**config.mk**
```make
export PLATFORM = sky130hd
export DESIGN_NAME = matrix_operand_loader
export DESIGN_NICKNAME = d
export VERILOG_FILES = /design/src/rtl/matrix_operand_loader.sv
export SDC_FILE = /design/constraint.sdc
export NUM_CORES = 1
export LEC_CHECK = 0
export ABC_AREA = 0
export CAP_MARGIN = 20
export CORE_ASPECT_RATIO = 2
export CORE_MARGIN = 2
export CORE_UTILIZATION = 39
export CTS_CLUSTER_SIZE = 24
export DETAILED_ROUTE_END_ITERATION = 8
export GPL_ROUTABILITY_DRIVEN = 1
export PLACE_DENSITY = 0.71
export SLEW_MARGIN = 20
export SYNTH_ARGS = -nofsm -noshare
export SYNTH_HDL_FRONTEND = slang
export SYNTH_SLANG_ARGS = --single-unit
export TNS_END_PERCENT = 20
```
**constraint.sdc**
```tcl
create_clock -name clock_i -period 2.8 [get_ports clock_i]
set_clock_uncertainty 0.05 [all_clocks]
set_input_delay 0.56 -clock clock_i [delete_from_list [all_inputs] [get_ports clock_i]]
set_output_delay 0.56 -clock clock_i [all_outputs]
set_load 0.02 [all_outputs]
```
**src/rtl/matrix_operand_loader.sv**
```systemverilog
// matrix_operand_loader
//
// Collects a 32-element row-major stream into two 4x4 operand matrices
// (elements 0-15 -> matrix_1, elements 16-31 -> matrix_2). It then presents the
// pair to a downstream MAC stage with a valid/ready handshake.
//
// Ports:
//   clock_i        rising-edge clock
//   reset_i        synchronous active-high reset
//   clear_i        synchronous frame abort (drops any frame in progress or pending)
//   in_valid_i     stream element valid
//   in_ready_o     loader can accept an element
//   in_data_i      stream element
//   in_last_i      marks element 31 of a frame
//   out_valid_o    both operand matrices complete and stable
//   out_ready_i    downstream consumes the operand pair
//   matrix_1_o     operand A, [row][col]
//   matrix_2_o     operand B, [row][col]
//   mac_enable_o   one-cycle accumulate strobe (handoff)
//   pair_count_o   number of operand pairs handed off (wraps at 16 bits)
//   err_o          sticky framing error
//
// Build option:
//   MATRIX_LOADER_FRAME_CHECK_EN  compiles in the in_last framing check. Without
//                                 it, in_last is ignored and err_o is tied to 0.

module matrix_operand_loader #(
    parameter int unsigned DATA_WIDTH = 8
) (
    input  logic                               clock_i,
    input  logic                               reset_i,
    input  logic                               clear_i,
    input  logic                               in_valid_i,
    output logic                               in_ready_o,
    input  logic [DATA_WIDTH-1:0]              in_data_i,
    input  logic                               in_last_i,
    output logic                               out_valid_o,
    input  logic                               out_ready_i,
    output logic [0:3][0:3][DATA_WIDTH-1:0]    matrix_1_o,
    output logic [0:3][0:3][DATA_WIDTH-1:0]    matrix_2_o,
    output logic                               mac_enable_o,
    output logic [15:0]                        pair_count_o,
    output logic                               err_o
);

    typedef enum logic [1:0] {
        StLoadA,
        StLoadB,
        StPresent
    } state_e;

    state_e                            state_q;
    logic [3:0]                        idx_q;
    logic [0:3][0:3][DATA_WIDTH-1:0]   mat1_q;
    logic [0:3][0:3][DATA_WIDTH-1:0]   mat2_q;
    logic [15:0]                       pair_count_q;
    logic                              err_q;

    logic loading;
    logic beat;
    logic last_elem;
    logic frame_err;

    always_comb begin
        loading      = (state_q == StLoadA) || (state_q == StLoadB);
        // Reset and clear both block acceptance and presentation in the same cycle,
        // so neither a beat nor a handoff can slip through alongside them.
        in_ready_o   = loading && !clear_i && !reset_i;
        beat         = in_valid_i && in_ready_o;
        out_valid_o  = (state_q == StPresent) && !clear_i && !reset_i;
        mac_enable_o = out_valid_o && out_ready_i;
        last_elem    = (state_q == StLoadB) && (idx_q == 4'd15);
`ifdef MATRIX_LOADER_FRAME_CHECK_EN
        frame_err    = beat && (in_last_i != last_elem);
`else
        frame_err    = 1'b0;
`endif
    end

`ifndef MATRIX_LOADER_FRAME_CHECK_EN
    logic unused_in_last;
    assign unused_in_last = in_last_i;
`endif

    always_ff @(posedge clock_i) begin
        if (reset_i) begin
            state_q      <= StLoadA;
            idx_q        <= 4'd0;
            mat1_q       <= '0;
            mat2_q       <= '0;
            pair_count_q <= 16'd0;
            err_q        <= 1'b0;
        end else if (clear_i) begin
            // Matrices and pair_count are deliberately left untouched.
            state_q <= StLoadA;
            idx_q   <= 4'd0;
            err_q   <= 1'b0;
        end else begin
            case (state_q)
                StLoadA: begin
                    if (beat) begin
                        mat1_q[idx_q[3:2]][idx_q[1:0]] <= in_data_i;
                        if (frame_err) begin
                            state_q <= StLoadA;
                            idx_q   <= 4'd0;
                            err_q   <= 1'b1;
                        end else begin
                            // idx wraps 15 -> 0 on the move to matrix_2.
                            idx_q <= idx_q + 4'd1;
                            if (idx_q == 4'd15) begin
                                state_q <= StLoadB;
                            end
                        end
                    end
                end
                StLoadB: begin
                    if (beat) begin
                        mat2_q[idx_q[3:2]][idx_q[1:0]] <= in_data_i;
                        if (frame_err) begin
                            state_q <= StLoadA;
                            idx_q   <= 4'd0;
                            err_q   <= 1'b1;
                        end else begin
                            idx_q <= idx_q + 4'd1;
                            if (last_elem) begin
                                state_q <= StPresent;
                            end
                        end
                    end
                end
                StPresent: begin
                    if (mac_enable_o) begin
                        pair_count_q <= pair_count_q + 16'd1;
                        state_q      <= StLoadA;
                        idx_q        <= 4'd0;
                    end
                end
                default: begin
                    state_q <= StLoadA;
                    idx_q   <= 4'd0;
                end
            endcase
        end
    end

    assign matrix_1_o   = mat1_q;
    assign matrix_2_o   = mat2_q;
    assign pair_count_o = pair_count_q;

`ifdef MATRIX_LOADER_FRAME_CHECK_EN
    assign err_o = err_q;
`else
    logic unused_err;
    assign unused_err = err_q;
    assign err_o      = 1'b0;
`endif

endmodule
```
# Yosys cells after proc, flatten, opt, wreduce, memory -nomap -nowiden

Index checks and enable logic that the tools add are counted.

Flip-flop bits (word level): 278
Logic and storage cells: 88
Output and inout port bits: 276

Order comparisons: 4
Equal/unequal tests: 9
Multiplexer cells: 15
Reduce and logical (&&, ||, !) cells: 20
Bitwise operators: 3
$add $sub $neg: 2

Operators with widths:

| kind                                                                         | number |
|---|---|
| 128-bit bitwise mux                                                          | 2 |
| 32-bit demux with 2-bit select                                               | 1 |
| 32-bit 2-to-1 mux                                                            | 1 |
| 16-bit by 1-bit adder with 16-bit output, second input constant              | 1 |
| 8-bit demux with 2-bit select                                                | 1 |
| 2-bit 2-to-1 mux                                                             | 5 |
| 1-bit logical AND                                                            | 9 |
| 3-bit AND reduction                                                          | 3 |
| 4-bit 2-to-1 mux                                                             | 2 |
| 8-bit 2-to-1 mux                                                             | 1 |
| 2-bit inequality test, second input constant                                 | 4 |
| 4-bit case mux with 2 select lines                                           | 1 |
| 3-bit >= comparator, second input constant                                   | 2 |
| 3-bit by 1-bit less-than comparator with 1-bit output, second input constant | 2 |
| 2-bit NOT with 3-bit output                                                  | 2 |
| 2-bit case mux with 3 select lines                                           | 1 |
| 5-bit AND reduction                                                          | 1 |
| 4-bit by 1-bit adder with 4-bit output, second input constant                | 1 |
| 4-bit == test, second input constant                                         | 1 |
| 2-bit by 1-bit inequality test with 1-bit output, second input constant      | 2 |
| 2-bit OR reduction                                                           | 2 |
| 2-bit by 1-bit == test with 1-bit output, second input constant              | 1 |
| 2-bit == test, second input constant                                         | 1 |
| 1-bit zero test                                                              | 2 |
| 4 further kinds                                                              | 4 |

# Logic depth before layout (Yosys ltp)

Gate-level depths: netlist (run 1).

Depth in word-level cells: 8
Depth in mapped cells: 8

# Least setup slack after synthesis (run 1)

OpenSTA, ideal clock, no wires.

Path kind: input-to-reg
Start: input clear_i
End: register mat2_q, in the netlist matrix_2_o[15]
Stages: 7
Arrival time: 2.175 ns
Setup time: 0.128 ns
Data required time: 2.622 ns
Path buffers: 3
Path slack: 0.448 ns
Path through: buf_6 or4b_4 buf_6 buf_8 nor3_4 mux2i_1 nor2_1

Longest elaborated chain between the ends: 5
Elaborated cells between the ends (all ways): 6
Those cells by class: 1 x bitwise; 5 x reduce/logical

RTL lines:

| item                              | line | RTL |
|---|---|---|
| from (decl)                       | 32   | `input logic clear_i,` |
| 1-bit zero test                   | 68   | `in_ready_o = loading && !clear_i && !reset_i;` |
| 1-bit logical AND (2 in a row)    | 68   |  |
| 1-bit logical AND                 | 69   | `beat = in_valid_i && in_ready_o;` |
| 3-bit AND reduction (no line) (*) | -    |  |
| to (signal, indexed assignment)   | 118  | `mat2_q[idx_q[3:2]][idx_q[1:0]] <= in_data_i;` |
| to (decl)                         | 55   | `logic [0:3][0:3][DATA_WIDTH-1:0] mat2_q;` |

Every way passes the cells marked *; elsewhere a longest branch is shown, timed or not.
A chain may end at the register's enable or synchronous reset.

# Worst setup path in the final report (run 1)

Start: input clear_i
End: output out_valid_o

Longest elaborated chain between the ends: 3

RTL lines:

| item                           | line | RTL |
|---|---|---|
| 1-bit zero test                | 70   | `out_valid_o = (state_q == StPresent) && !clear_i && !reset_i;` |
| 1-bit logical AND (2 in a row) | 70   |  |
| to (decl)                      | 37   | `output logic out_valid_o,` |

Every way passes these cells.

==> metrics.yaml, run 1 <==
drive_above_1_share_pct: 8.35
die_y_um: 237
ys_types: 40
worstHoldStart: "reset_i"
layout_common_cells: "dfxtp_1, clkdlybuf4s50_1, nor2_1"
regArea_um2: 5570
place_congestion: 0.834
ys_seq_area_share_pct: 52.8
antenna_found_initial: 2
tns_ns: 0
relSlewSlack_pct: 37.1
arrival_ns: 2.09
period_minus_slack_ns: 2.70
portBuffers: 287
syn_to_final_growth_pct: 42.8
setup_slack_ns: 0.102
die_w_um: 120
dp_hpwl_mm: 21.7
min_path_cells: 4
grt_pass1_vias: 8702
clk_path_buf_depth: 3
place_ws_ns: -0.175
nets: 1414
ys_async_sr_fraction_pct: 0
grt_pass1_wl_mm: 49.6
synth_warnings: 0
fin_crit_sh_pct: 96.4
drv_slew: 0
cts_inserted_buffers: 25
clk_pin_slew_ns: 0.07
tightestPinTransition_ns: 0.943
power_leakage_nw: 5.28
worstRegToRegCells: 7
netlist_area_um2: 10500
drt-initial-drc-count: 529
fin_cells: 1764
clk_latency_ns: 0.54
synth_top_area_share_pct: 52.8
reg2reg_slack_ns: 0.58
final_common_cell: "dfxtp_1"
synth_nets: 1144
grtUsageTotal_pct: 22.2
cp_max_fo: 7
hold_path.class: "in -> reg"
cts_num_sinks: 278
core-area_um2: 26800
r2r-start: "state_q[1]"
routedWlPerCell_um: 18.2
drtPass1Iterations: 5
multi_input_area_um2: 4670
vias: 8851
status: "finished clean"
grt_max_degree: 201
r2r-end: "matrix_2_o[105]"
via_per_inst: 5.02
worstPathRequired_ns: 2.19
h-tree-depth: 1
synth_largest_area_cell: "dfxtp_1"
hold_viol: 0
io_pins: 290
path_class: "in -> out"
drt_drc_violations_left: 0
synth_edf_count: 0
ys_seq_elements: 278
fill_cells: 2423
post-cts-setup-buffer-count: 0
antenna_left: 0
cts_tree: "built"
powerDensity_nw_per_um2: 526
start_util_pct: 39.4
fp-row-count: 85
start_kind: "input port"
syn_avg_cell_area_um2: 9.37
die-area_um2: 28500
synth-main-ff-cell: "dfxtp_1"
critPathCaptureType: "primary output"
setup_viol_count_final: 0
cap_violations: 0
clockRootBuffer: "clkbuf_16"
synth_cells: 1125
dp_cells: 1716
max_freq_mhz: 371
yosys-top-cells-area: "dfxtp_1, mux2i_1, nor2_1, a21oi_1, nand3_1"
gr-total-overflow: 0
worstHoldEndpoint: "idx_q[0]"
rsz0062_at_grt: "false"
ir_drop_v: 0.000483
finalWirelength_mm: 32.1
[per-stage QoR]
| stage | hold slack (ns) | total power [mW] | instance area (um2) | util, % |
|---|---|---|---|---|
| after floorplan | 0.426 | 4.19 | 10500 | - |
| after global placement | 0.391 | 4.30 | 14200 | 52.9 |
| after detailed placement | 0.396 | 4.31 | 14200 | 52.9 |
| after CTS | 0.379 | 8.01 | 15100 | 56.2 |
| after global routing | 0.400 | 8.16 | 15100 | 56.2 |
| final | 0.397 | 7.92 | 15100 | 56.2 |
[cell type report]
type | count | share of cell area [%]
Antenna cell | 2 | 0.0332
Tap cell | 348 | 2.89
Clock buffer | 33 | 4.49
Clock inverter | 13 | 1.37
Multi-Input combinational cell | 752 | 31.0
Sequential cell | 278 | 37.0
Timing Repair Buffer | 332 | 23.1
Inverter | 6 | 0.150
[how the worst max path moves through the flow]
stage | from | endpoint | slack [ns] | cells past startpoint
final | clear_i | out_valid_o | 0.10 | 5
after global routing | clear_i | mac_enable_o | 0.03 | 6
after CTS | clear_i | out_valid_o | 0.09 | 5
after detailed placement | clear_i | out_valid_o | -0.18 | 5
after global placement | clear_i | mac_enable_o | -0.18 | 6
after floorplan | clear_i | matrix_2_o[15] | 0.45 | 7
[sequential cells by signal (all words and copies together), names as in the netlist]
signal / cells
state_q: 2
matrix_2_o: 128
idx_q: 4
matrix_1_o: 128
pair_count_o: 16
[power breakdown]
part / leakage [nW] / total (mW) / internal [mW] / switching, mW
sequential: 2.24 / 3.96 / 3.96 / 0.00306
clock: 0.425 / 3.70 / 2.18 / 1.53
combinational: 2.61 / 0.255 / 0.0544 / 0.200
total: 5.28 / 7.92 / 6.19 / 1.73
[critical path, cell delays in order]
cell	delay (ns)
clkdlybuf4s50_1	0.42
or4b_4	0.53
clkinv_1	0.09
buf_4	0.15
dlygate4sd2_1	0.34
[Yosys cell counts, drive strengths merged (3+ instances only)]
cell type	instances
inv	5
nor4bb	4
buf	10
o31ai	4
a21oi	107
nand4	8
nor3	13
nand3	102
clkbuf	79
dfxtp	278
nor4	6
ha	5
or4	4
nor2	175
xor2	6
nand2b	3
and3	3
mux2i	161
nand2	124
xnor2	3
o21ai	5
or3	6
[repair_timing]
action,CTS,global route
hold buffers,0,0
resized for setup,3,0
endpoints found under the setup margin,3,0
[kinds of logic after synthesis]
logic type                 synth area share, %
muxes                                     15.3
other                                   0.0356
buffers and inverters                     3.76
xor gates and xnor gates                 0.747
AOI/OAI and AO/OA                         5.74
DFF                                       52.8
adders and majority gates                0.593
and+or+nand+nor                           21.1
[layer usage]
layer	vias up	global-route usage [%]	wire [um]
met1	4152	23.4	11600
li1	4347	-	-
met2	271	41.4	17200
met3	81	3.25	1460
met4	0	12.2	1720
met5	-	0	0
No activity file was read; power rests on OpenSTA's default activity.
==> inputs of run 2 (changes only) <==
--- a/config.mk
+++ b/config.mk
@@ -5,7 +5,7 @@
 export SDC_FILE = /design/constraint.sdc
 export NUM_CORES = 1
 export LEC_CHECK = 0
-export ABC_AREA = 0
+export ABC_AREA = 1
 export CAP_MARGIN = 20
 export CORE_ASPECT_RATIO = 2
 export CORE_MARGIN = 2
==> run 2 against run 1 <==
Non-clock buffer count decreased by 25. Critical path depth unchanged. Flip-flop and latch count unchanged.
==> metrics.yaml, run 2 <==
status: "finished clean"
wl_met3_mm: 1.41  # -3.6%
syn_avg_cell_area_um2: 7.62  # -19%
max_freq_mhz: 376  # +1.4%
yosys-top-cells-area: "dfxtp_1, nor2_1, o21ai_0, nand2_1, nand2_4"
cts_inserted_buffers: 25  # unchanged
power_mw: 7.55  # -4.6%
ys_async_sr_fraction_pct: 0  # unchanged
die_y_um: 234  # -1.2%
arrival_ns: 2.05  # -0.04 ns
final_common_cell: "nor2_1"
clk_pin_slew_ns: 0.06  # about the same
antenna_found_initial: 0  # -2
die-area_um2: 27800  # -2.3%
hold_viol: 0  # unchanged
p_int_mw: 5.83  # -5.8%
route.met2.wl_mm: 18.1  # +5.0%
via_per_inst: 4.81  # -4.2%
h-tree-depth: 1  # unchanged
grt_pass1_vias: 9118  # +4.8%
setup_slack_ns: 0.140  # +0.0380 ns
ys_seq_elements: 278  # unchanged
r2r-start: "idx_q[0]"
synth_cells: 1352  # +20%
core-area_um2: 26200  # -2.4%
fin_util_pct: 54.6  # -1.6 points
top_layer: "met4"
clk_path_buf_depth: 3  # unchanged
synth_edf_count: 0  # unchanged
rsz0062_at_grt: "false"
grt_max_degree: 63  # -69%
hold_path.class: "reg -> reg"
dp_cells: 1946  # +13%
worstPathRequired_ns: 2.19  # about the same
critPathCaptureType: "primary output"
ir_drop_v: 0.000442  # -8.5%
ys_seq_area_share_pct: 54.1  # +1.3 points
cts_tree: "built"
synth_top_area_share_pct: 54.1  # +1.3 points
cts_num_sinks: 278  # unchanged
routedWlPerCell_um: 16.6  # -8.8%
fin_cells: 1986  # +13%
place_ws_ns: 0.0593  # +0.234 ns
start_kind: "input port"
post-cts-setup-buffer-count: 0  # unchanged
ys_types: 29  # -28%
crit_top_cell: "clkdlybuf4s50_1"
r2r-end: "matrix_2_o[26]"
drv_slew: 0  # unchanged
cp_max_fo: 5  # -2
synth-main-ff-cell: "dfxtp_1"
antenna_left: 0  # unchanged
grtUsageTotal_pct: 22.9  # +0.74 points
period_minus_slack_ns: 2.66  # -0.0380 ns
reg2reg_slack_ns: 0.88  # +0.30 ns
drt-initial-drc-count: 614  # +16%
syn_to_final_growth_pct: 38.8
power_leakage_nw: 5.51  # +4.4%
cpPeakStageDelay_ns: 0.59  # +0.06 ns
clk_latency_ns: 0.54  # about the same
gr-total-overflow: 0  # unchanged
die_w_um: 119  # -1.2%
wl_met1_mm: 11.6  # -0.62%
power_frac_clock_pct: 43.2  # -3.6 points
p_comb_share_pct: 4.2  # +1.0 points
drtPass1Iterations: 5  # unchanged
crit_slowest_cell: "clkdlybuf4s50_1"
synth_largest_area_cell: "dfxtp_1"
netlist_area_um2: 10300  # -2.4%
seqPwrFrac_pct: 52.5  # +2.5 points
switching_share_pct: 22.8  # +0.96 points
switchingPower_mw: 1.72  # -0.40%
place_congestion: 0.830  # -0.48%
tightestPinTransition_ns: 0.930  # -0.0128 ns
drt_drc_violations_left: 0  # unchanged
nets: 1648  # +17%
tns_ns: 0  # unchanged
startpoint: "reset_i"
dp_hpwl_mm: 22.9  # +5.8%
vias: 9550  # +7.9%
path_class: "in -> out"
portBuffers: 287  # unchanged
drive_above_1_share_pct: 7.25  # -1.1 points
relSlewSlack_pct: 38.0  # +0.85 points
endpoint: "mac_enable_o"
synth_nets: 1371  # +20%
critical_path.cell_chain: "clkdlybuf4s50_1 > nor2_4 > nand3_2 > inv_2 > clkdlybuf4s50_1"
worstRegToRegCells: 8  # +1
start_util_pct: 39.3  # about the same
setup_viol_count_final: 0  # unchanged
cap_violations: 0  # unchanged
fp-row-count: 84  # -1.2%
clockRootBuffer: "clkbuf_16"
antenna_cells: 0  # -2
layout_common_cells: "nor2_1, clkdlybuf4s50_1, dfxtp_1"
fin_crit_sh_pct: 95.0  # -1.4 points
powerDensity_nw_per_um2: 529  # +0.56%
synth.top_cells.by_count: "nor2_1, dfxtp_1, o21ai_0"
yosysMostFrequentCell: "nor2_1"
synth_warnings: 0  # unchanged
grt_pass1_wl_mm: 49.7  # +0.29%
finalWirelength_mm: 32.9  # +2.7%
io_pins: 290  # unchanged
run 2: cell types whose count changed after synthesis, sizes merged, moves of 6 or more:
cell | previous run | this run
inv | 5 | 47
o21ai | 5 | 262
mux2i | 161 | 0
nand3 | 102 | 13
nand2 | 124 | 85
buf | 10 | 4
or3 | 6 | 0
clkinv | 1 | 21
nor4 | 6 | 0
nor3 | 13 | 2
nor2 | 175 | 558
a21oi | 107 | 12
clkbuf | 79 | 53
run 2: final cells by class:
class                   count  area, um2
fillers                  2452      11900
flip-flops and latches    278       5570
multi-input cells         949       4210
repair buffers            307       3040
clock buffers              30        664
well taps                 344        430
inverters                  68        285
clock inverters            10       87.6
run 2: stage by stage:
step	cell area (um2)	hold slack, ns
final	14300	0.430
after global routing	14300	0.459
after CTS	14300	0.435
after detailed placement	13500	0.421
after global placement	13500	0.412
after floorplan	10300	0.436
run 2: cell families (layout without fill, tap and decap cells):
logic type	count (synthesis)	count (layout)	synth area share, %
other	1	1	0.0364
DFF	278	278	54.1
and+or+nand+nor	663	663	26.4
xor gates and xnor gates	3	3	0.255
adders and majority gates	5	5	0.608
AOI/OAI and AO/OA	277	277	13.5
buffers and inverters	125	415	5.08
run 2: worst min path at each step:
stage	startpoint	end	slack [ns]	depth (start not counted)
5_1_grt	matrix_1_o[84]	matrix_1_o[84]	0.46	2
2_1_floorplan	state_q[1]	idx_q[3]	0.44	3
6_report	matrix_1_o[78]	matrix_1_o[78]	0.43	2
3_5_place_dp	matrix_2_o[18]	matrix_2_o[18]	0.42	2
4_1_cts	matrix_1_o[78]	matrix_1_o[78]	0.43	2
3_3_place_gp	matrix_1_o[59]	matrix_1_o[59]	0.41	2
run 2: per-layer routing:
layer	track usage (%)	vias to the layer above
met5	0	-
met4	12.5	0
met1	22.9	4322
li1	-	4829
met2	45.0	299
met3	3.04	100
run 2: worst max-delay path, delay by kind of cell:
kind                   cells  cell delay, ns
AND/OR/NAND/NOR            2            0.32
buffers and inverters      3            1.16
run 2: power groups by stage:
stage                     combinational (mW)  sequential, mW  clock (mW)
after floorplan                        0.182            4.07           0
after global placement                 0.314            4.06           0
final                                  0.319            3.97        3.27
after detailed placement               0.318            4.06           0
after CTS                              0.319            3.97        3.35
after global routing                   0.351            3.97        3.49
run 2: repair_timing:
action	4_1_cts	5_1_grt
endpoints found under the setup margin	0	1
hold buffers	0	0
hold endpoints to repair	0	0
gates resized for setup	0	1
==> inputs of run 3 (changes only) <==
--- a/config.mk
+++ b/config.mk
@@ -13,7 +13,8 @@
 export CTS_CLUSTER_SIZE = 24
 export DETAILED_ROUTE_END_ITERATION = 8
 export GPL_ROUTABILITY_DRIVEN = 1
-export PLACE_DENSITY = 0.71
+export GPL_TIMING_DRIVEN = 0
+export PLACE_DENSITY = 0.63
 export SLEW_MARGIN = 20
 export SYNTH_ARGS = -nofsm -noshare
 export SYNTH_HDL_FRONTEND = slang
==> run 3 against run 2 <==
Flip-flop and latch count unchanged. Routed wire length up 4.5%. Power up 2.7%. Global-route usage increased by 0.95 points. Critical path depth stayed put. Combinational power grew 6%. Via count is 2.5% higher. Clock power rose by 6%. Die area did not move. Utilization increased by 0.56 points. Count of clock-buffer cells in the layout up 8. Largest power group unchanged.
==> metrics.yaml, run 3 (synthesis results as in run 2) <==
status: "finished clean"
drv_slew: 0  # unchanged
fin_util_pct: 55.1  # +0.56 points
max_freq_mhz: 370  # -1.6%
crit_family: "buffers and inverters"
cp_max_fo: 10  # +5
clockRootBuffer: "clkbuf_16"
dp_hpwl_mm: 25.7  # +12%
hold_viol: 0  # unchanged
layout_common_cells: "nor2_1, clkdlybuf4s50_1, dfxtp_1"
fill_cells: 2547  # +3.9%
hold_path.class: "reg -> reg"
critPathCaptureType: "primary output"
dp_cells: 1983  # +1.9%
path_buf_inv: 3  # unchanged
relSlewSlack_pct: 48.9  # +11 points
h-tree-depth: 1  # unchanged
holdBufCountCts: 0  # unchanged
antenna_left: 0  # unchanged
cts_tree: "built"
setup_viol_count_final: 0  # unchanged
period_minus_slack_ns: 2.70  # +0.0440 ns
grt_pass1_wl_mm: 51.6  # +3.8%
gr-total-overflow: 0  # unchanged
clk_path_buf_depth: 3  # unchanged
via_per_inst: 4.83  # +0.34%
portBuffers: 287  # unchanged
tightestPinTransition_ns: 0.766  # -0.164 ns
power_frac_clock_pct: 44.5  # +1.3 points
clk_latency_ns: 0.53  # about the same
routedWlPerCell_um: 17.0  # +2.3%
finalWirelength_mm: 34.4  # +4.5%
power_leakage_nw: 5.53  # +0.43%
die_y_um: 234  # unchanged
path_class: "reg -> out"
drive_above_1_share_pct: 5.76  # -1.5 points
arrival_ns: 2.09  # +0.04 ns
die-area_um2: 27800  # unchanged
ir_drop_v: 0.000526  # +19%
fin_cells: 2029  # +2.2%
start_util_pct: 39.3  # unchanged
drt-initial-drc-count: 443  # -28%
core-area_um2: 26200  # unchanged
drt_drc_violations_left: 0  # unchanged
reg2reg_slack_ns: 0.86  # -0.02 ns
worstPathRequired_ns: 2.19  # about the same
final_common_cell: "nor2_1"
p_comb_share_pct: 4.3  # about the same
grtUsageTotal_pct: 23.9  # +0.95 points
powerDensity_nw_per_um2: 538  # +1.7%
p_int_mw: 6.02  # +3.3%
seqPwrFrac_pct: 51.1  # -1.4 points
syn_to_final_growth_pct: 40.2
fp-row-count: 84  # unchanged
clk_pin_slew_ns: 0.07  # about the same
vias: 9790  # +2.5%
cap_violations: 0  # unchanged
cts_inserted_buffers: 25  # unchanged
rsz0062_at_grt: "false"
switching_share_pct: 22.4  # -0.41 points
switchingPower_mw: 1.74  # +0.89%
critical_path.cell_chain: "inv_1 > nor2_4 > nand3_4 > inv_2 > clkdlybuf4s50_1"
grt_max_degree: 16  # -75%
io_pins: 290  # unchanged
cts_num_sinks: 278  # unchanged
place_congestion: 0.926  # +11%
die_w_um: 119  # unchanged
antenna_found_initial: 0  # unchanged
nets: 1686  # +2.3%
cpPeakStageDelay_ns: 0.63  # +0.04 ns
drtPass1Iterations: 5  # unchanged
start_kind: "flip-flop"
grt_pass1_vias: 9257  # +1.5%
crit_slowest_cell: "clkdlybuf4s50_1"
antenna_cells: 0  # unchanged
fin_crit_sh_pct: 96.6  # +1.6 points
[run 3: stage by stage]
stage | setup WS [ns] | power [mW] | instance area [um2] | setup TNS, ns | hold WS (ns)
floorplan | 1.10 | 4.25 | 10300 | 0 | 0.436
global placement | -0.330 | 4.39 | 13600 | -8.37 | 0.413
detailed placement | -0.310 | 4.39 | 13600 | -6.00 | 0.422
CTS | 0.0204 | 7.83 | 14400 | 0 | 0.437
global route | 0.0225 | 8.01 | 14400 | 0 | 0.450
finish | 0.0962 | 7.76 | 14400 | 0 | 0.433
[run 3: cell type report]
cell class | count | area, um2 | share of cell area (%)
plain buffers | 57 | 243 | 1.68
repair buffers | 288 | 2880 | 20.0
well taps | 344 | 430 | 2.98
inverters | 68 | 280 | 1.94
multi-input cells | 949 | 4220 | 29.3
clock inverters | 7 | 85.1 | 0.590
clock buffers | 38 | 724 | 5.02
flip-flops and latches | 278 | 5570 | 38.6
[run 3: power groups by stage]
stage | Combinational [mW] | Sequential [mW] | Clock [mW]
final | 0.338 | 3.97 | 3.46
after global routing | 0.374 | 3.97 | 3.67
after CTS | 0.339 | 3.97 | 3.53
after detailed placement | 0.336 | 4.06 | 0
after floorplan | 0.182 | 4.07 | 0
after global placement | 0.335 | 4.06 | 0
[run 3: worst reg2reg max path, cell delays in order, from the launching register on]
cell and delay [ns]:
dfxtp_1 0.34, inv_1 0.13, ha_1 0.16, inv_1 0.08, nor2_1 0.32, nand2_1 0.31, inv_1 0.30, nor2_1 0.07
nor2_1 0.11
[run 3: repair_timing]
| action | 4_1_cts | 5_1_grt |
|---|---|---|
| setup endpoints to repair | 2 | 1 |
| buffers inserted | 1 | 0 |
| pin swaps | 1 | 0 |
| resized for setup | 4 | 1 |
[run 3: layer usage]
metal	share of wire, %	track usage (%)	up-vias
met3	5.3	3.65	59
met4	3.2	9.04	0
met1	36	24.5	4513
met2	55	47.6	295
met5	0	0	-
li1	-	-	4923
[run 3: worst paths after layout]
path / from / endpoint / cells past startpoint
worst max-delay path: state_q[1] / mac_enable_o / 5
worst max register to register: idx_q[0] / matrix_2_o[26] / 8
worst min register to register: matrix_2_o[36] / matrix_2_o[36] / 2
worst min-delay path: matrix_2_o[36] / matrix_2_o[36] / 2
